## config.mk

```make
export PLATFORM = sky130hd
export DESIGN_NAME = clk_div_multi
export DESIGN_NICKNAME = d
export VERILOG_FILES = /design/src/rtl/clk_div_multi.sv
export SDC_FILE = /design/constraint.sdc
export NUM_CORES = 1
export LEC_CHECK = 0
export ABC_AREA = 1
export CORE_UTILIZATION = 45
export DETAILED_ROUTE_END_ITERATION = 6
export GPL_TIMING_DRIVEN = 0
export PLACE_DENSITY_LB_ADDON = 0.25
export SLEW_MARGIN = 25
export SYNTH_ARGS = -nofsm -noshare
export SYNTH_HDL_FRONTEND = slang
export SYNTH_SLANG_ARGS = --single-unit
```

## constraint.sdc

```tcl
create_clock -name clock -period 4.16 [get_ports clock]
set_input_delay 1.04 -clock clock [delete_from_list [all_inputs] [get_ports clock]]
set_output_delay 1.04 -clock clock [all_outputs]
set_load 0.01 [all_outputs]
```

## src/rtl/clk_div_multi.sv

```systemverilog
// Multi-channel clock divider: shared counter, per-channel phase/invert, registered clk_out/tick (1-cycle latency).
// Divide-ratio changes are handshaken via div_req/div_ack at wrap; tick logic exists only with CLK_DIV_MULTI_TICK_EN.
module clk_div_multi #(
    parameter int NCH         = 4,
    parameter int CW          = 4,
    parameter int DEFAULT_DIV = 4
) (
    input  logic              clock,
    input  logic              reset,
    input  logic              div_req,
    input  logic [CW-1:0]     div_val,
    input  logic [NCH*CW-1:0] phase,
    input  logic [NCH-1:0]    invert,
    output logic [NCH-1:0]    clk_out,
    output logic [NCH-1:0]    tick,
    output logic              div_ack,
    output logic              div_err,
    output logic [CW-1:0]     div_cur
);

    logic [CW-1:0]  r_cnt;
    logic [CW-1:0]  r_div;
    logic [NCH-1:0] r_clk;
    logic           r_ack;
    logic           r_err;

    logic [CW-1:0]  w_half;
    logic           w_wrap;
    logic           w_req_ok;
    logic [CW-1:0]  w_off [NCH];

    assign w_half   = r_div >> 1;
    assign w_wrap   = (r_cnt == r_div - CW'(1));
    assign w_req_ok = (div_val >= CW'(2));

    // Out-of-range phase collapses to 0; both operands are < r_div so the sum cannot overflow.
    for (genvar g = 0; g < NCH; g++) begin : g_ch
        logic [CW-1:0] w_ph;
        assign w_ph     = (phase[g*CW +: CW] >= r_div) ? '0 : phase[g*CW +: CW];
        assign w_off[g] = (r_cnt >= w_ph) ? (r_cnt - w_ph) : (r_cnt + (r_div - w_ph));
    end

    always_ff @(posedge clock) begin
        if (!reset) begin
            r_cnt <= '0;
            r_div <= CW'(DEFAULT_DIV);
            r_clk <= '0;
            r_ack <= 1'b0;
            r_err <= 1'b0;
        end else begin
            for (int i = 0; i < NCH; i++) begin
                r_clk[i] <= (w_off[i] < w_half) ^ invert[i];
            end
            r_ack <= w_wrap && div_req;
            r_err <= w_wrap && div_req && !w_req_ok;
            if (w_wrap) begin
                r_cnt <= '0;
                if (div_req && w_req_ok) begin
                    r_div <= div_val;
                end
            end else begin
                r_cnt <= r_cnt + CW'(1);
            end
        end
    end

`ifdef CLK_DIV_MULTI_TICK_EN
    logic [NCH-1:0] r_tick;

    // Tick marks the rising edge of the post-inversion output.
    always_ff @(posedge clock) begin
        if (!reset) begin
            r_tick <= '0;
        end else begin
            for (int i = 0; i < NCH; i++) begin
                r_tick[i] <= invert[i] ? (w_off[i] == w_half) : (w_off[i] == '0);
            end
        end
    end

    assign tick = r_tick;
`else
    assign tick = '0;
`endif

    assign clk_out = r_clk;
    assign div_ack = r_ack;
    assign div_err = r_err;
    assign div_cur = r_div;

endmodule
```

# Yosys cells after proc, flatten, opt, wreduce, memory -nomap -nowiden
# Index checks and enable logic that the tools add are counted.
# word_totals
mem_bits_ro,0
latchBits,0
ram_bits,0
in_bits,27
memories,0
register_bits,14
wordCells,52
out_inout_bits,14
# op_classes
eq_ne,1
mul,0
reduce_logical,6
div,0
magnitude_cmp,13
bitwise,5
n_shift,0
muxes,8
addsub,14
# ops
cell,n
4-bit >= comparator,8
4-bit two-way mux,8
4-bit subtractor,8
4-bit adder,4
4-bit by 3-bit < comparator with 1-bit output,4
"4-bit by 1-bit adder with 4-bit output, second input constant",1
4-bit equality test,1
"4-bit by 2-bit >= comparator with 1-bit output, second input constant",1
"4-bit by 1-bit subtractor with 4-bit output, second input constant",1
1-bit XOR,4
1-bit logical AND,3
2-bit AND reduction,1
2-bit OR reduction,1
1-bit zero test,1
1-bit inverter,1

# Depth between registers and ports, before layout
# depth
depth_word,7
depth_mapped,25
depth_no_buf,25

# Least setup slack after synthesis
# Ideal clock, no wire load.
# synth_path
kind,input to register
from,in phase[9]
to,"reg r_clk[2], in the netlist clk_out[2]"
cell_stages,22
setup_slack_ns,0.350
setup_time_ns,0.115
path_buffers,0
t_arrival_ns,3.695
required_ns,4.045
cell_sequence,ha_1 > inv_1 > o21bai_1 > nand2_1 > nand3_1 > inv_1 > nand2_1 > inv_1 > fa_1 > inv_1 > fa_1 > xor2_1 > o21ai_0 > inv_1 > ha_1 > o21bai_1 > inv_1 > nand2_1 > inv_2 > nand3_2 > nand2_1 > nor2_1
# synth_via
elab_chain_len,7
elab_cells_between_ends,9
cone_classes,add/sub: 3; order compare: 3; mux: 2; bitwise: 1
# synth_lines
element,line_no,source
start: declaration,12,"input logic [NCH*CW-1:0] phase,"
4-bit >= comparator,39,assign w_ph = (phase[g*CW +: CW] >= r_div) ? '0 : phase[g*CW +: CW];
4-bit two-way mux *,39,
4-bit subtractor,40,assign w_off[g] = (r_cnt >= w_ph) ? (r_cnt - w_ph) : (r_cnt + (r_div - w_ph));
4-bit adder,40,
4-bit two-way mux *,40,
4-bit by 3-bit < comparator with 1-bit output *,52,r_clk[i] <= (w_off[i] < w_half) ^ invert[i];
1-bit XOR *,52,
end signal: indexed assignment,52,
end: declaration,23,logic [NCH-1:0] r_clk;
# Mark *: on every way between the ends. The rest lies on a longest branch, timed or not.
# A chain may end at the register's enable or synchronous reset.

# Final worst setup path
# layout_path
from,in phase[6]
to,"reg r_clk[1], in the netlist clk_out[1]"
# The elaborated chain is that of the path after synthesis.

==> summary.txt <==
Status -> finished, final reports clean
Chip height -> 83.3 um
Largest net degree at the start of global routing -> 14
Share of synthesized registers carrying an async set or reset -> 0
H-tree depth -> 1
Max Slew Vio Count -> 0
Root buffer cell -> clkbuf_8
Max incr delay on CP -> 560 ps
Global route overflow -> 0
Layout Utilization -> 0.595
Later-pin clock latency in the skew report -> 240 ps
# Max-Cap Violations -> 0
Arrival time at the worst endpoint -> 4150 ps
Final WL -> 6980 um
Wire per inst -> 11.9 um
Vias in the first global route -> 2662
Worst path cell trace -> clkdlybuf4s50_1, ha_1, nand2_1, inv_2, nand3_2, nand3_2, inv_1, nand2_2, inv_1, fa_1, inv_2, fa_2, nand2_1, nand2_1, ha_1, nand2_1, nand2_1, nand2_2, nand3_1, nand2_1, inv_1, nor2_1
Sequential fraction of the synthesis area -> 0.0942
Drt via density -> 4.96
Remaining DRCs -> 0
Crit Path Max Fanout -> 3
CP most frequent cell -> nand2_1
Hold WC Path Type -> flop to flop
TritonCTS Buffers -> 3
Global-route wire length before repair -> 11300 um
Final Non-Filler Cells -> 585
Share of cells above drive strength 1 -> 0.163
Core footprint -> 0.00635 sq mm
Post-Syn Area -> 0.00298 sq mm
Max Clk Rate -> 0.252 GHz
Tightest Pin Transition -> 770 ps
Area growth, synth to finish -> 26.9%
Setup TNS -> 0 ps
Maximum vdd drop -> 0.000319 V
Worst path required time -> 4340 ps
FF-to-FF setup slack -> 260 ps
CTS tree -> yes
Total die area -> 0.00694 sq mm
Final hold violation count -> 0
CP Buf/Inv Count -> 6
Yosys warnings -> 0
Router iterations before antenna repair -> 4
Final hold slack -> 490 ps
Total global-route track usage -> 0.198
#FFs+latches synth -> 14
Port buffer count -> 35
Nets -> 606
Post-route ant nets -> 0
Static leakage -> 2.13 nW
Main flop type after synthesis -> dfxtp_1
Via count -> 2899
Syn_area_per_cell -> 6.59 sq um
Setup WS post-layout -> 191 ps
Clock Skew -> 0.756 ps
Rel. slew slack -> 0.486
Synthesized instance count -> 452
I/O Pins -> 41
RePlAce Congestion -> 0.917
Final worst path period share -> 0.954
Clock-pin transition on the worst setup and hold timing paths -> 50 ps
Initial antenna violation count -> 0
Placed instance area -> 0.00343 sq mm
CP Class -> primary input to flop
EDFF count, synth -> 0
CP Capture Type -> flop
Die Wd -> 83.3 um
Starting Density -> 0.469
Antenna Cells -> 0
CTS max path bufs -> 2
Overall power -> 1.48 mW
Final min period -> 3970 ps
Finish-stage setup viols -> 0
Worst setup SP type -> primary input
HPWL after DPL -> 5300 um
Post-route cell area -> 0.00378 sq mm
Power density of the placed cells -> 391 mW/mm^2
Initial DRC count -> 80
Top delay family on crit path -> adder cells
Worst slack, placed -> -344 ps
# placed instances -> 567
Clk sink count -> 14
Row count -> 29
CP max-delay cell -> fa_2
Synth cell types -> 24
cell type report:
type,instances,area [sq um]
plain buffers,5,37.5
clock buffers,4,55.1
fillers,596,2570
inverters,100,379
multi-input cells,336,2460
flip-flops and latches,14,280
well taps,77,96.3
repair buffers,49,473
cells by family after synthesis:
family,after synthesis,share of synthesized area
simple gates,219,0.335
buf+inv,105,0.139
fa+ha+maj,70,0.335
compound gates,28,0.0525
xor+xnor,15,0.0441
flops,14,0.0942
other cells,1,0.00126
registers in the layout (all words and copies together) (netlist names):
signal and flops:
clk_out 4, div_ack 1, div_err 1, r_cnt 4, div_cur 4
power by group:
part	internal, mW	leakage, nW	switching (mW)
clock network	0.0837	0.0288	0.0445
registers	0.159	0.115	0.0374
logic	0.503	1.99	0.649
Yosys cell counts, types with 2 or more instances:
master / count / area, sq um
a21oi_1: 15 / 75.1
buf_4: 5 / 37.5
dfxtp_1: 14 / 280
fa_1: 16 / 320
ha_1: 54 / 676
inv_1: 98 / 368
inv_2: 2 / 7.51
nand2_1: 115 / 432
nand2_2: 8 / 50.1
nand3_1: 49 / 245
nand3_2: 7 / 70.1
nand4_1: 12 / 75.1
nor2_1: 24 / 90.1
o21ai_0: 5 / 25.0
o21ai_1: 2 / 10.0
o21bai_1: 5 / 37.5
xnor2_1: 8 / 70.1
xor2_1: 7 / 61.3
layer usage:
layer	up-vias	track usage	share of wire
met3	10	0.0229	0.034
met5	-	0	0
met2	58	0.366	0.50
met1	1301	0.246	0.46
li1	1530	-	-
met4	0	0.0392	0.011
cells in the final DEF (no fill, tap or decap), drive strengths merged:
| cell | netlist | final |
|---|---|---|
| ha | 54 | 54 |
| nand3 | 56 | 56 |
| a21oi | 16 | 16 |
| clkdlybuf4s50 | 0 | 25 |
| xnor2 | 8 | 8 |
| conb | 1 | 4 |
| nor3 | 1 | 1 |
| clkbuf | 0 | 4 |
| xor2 | 7 | 7 |
| inv | 100 | 99 |
| nand4 | 12 | 12 |
| nor2 | 25 | 25 |
| fa | 16 | 16 |
| o21ai | 7 | 7 |
| dfxtp | 14 | 14 |
| buf | 5 | 19 |
| clkinvlp | 0 | 1 |
| nand2 | 124 | 124 |
| dlygate4sd2 | 0 | 2 |
| dlymetal6s2s | 0 | 8 |
| o21bai | 5 | 5 |
| or2 | 1 | 1 |
what timing repair did:
item	CTS	global route
endpoints found under the setup margin	4	4
resized for setup	9	47
pin swaps	3	21
hold buffers	0	0
buffers inserted	0	14
worst paths after layout:
kind,start,endpoint,cells after the start
setup / recovery,phase[6],clk_out[1],22
hold / removal,r_cnt[0],r_cnt[0],1
setup reg to reg,div_cur[1],clk_out[3],23
hold reg to reg,r_cnt[0],r_cnt[0],1
No activity file was read; power rests on OpenSTA's default activity.
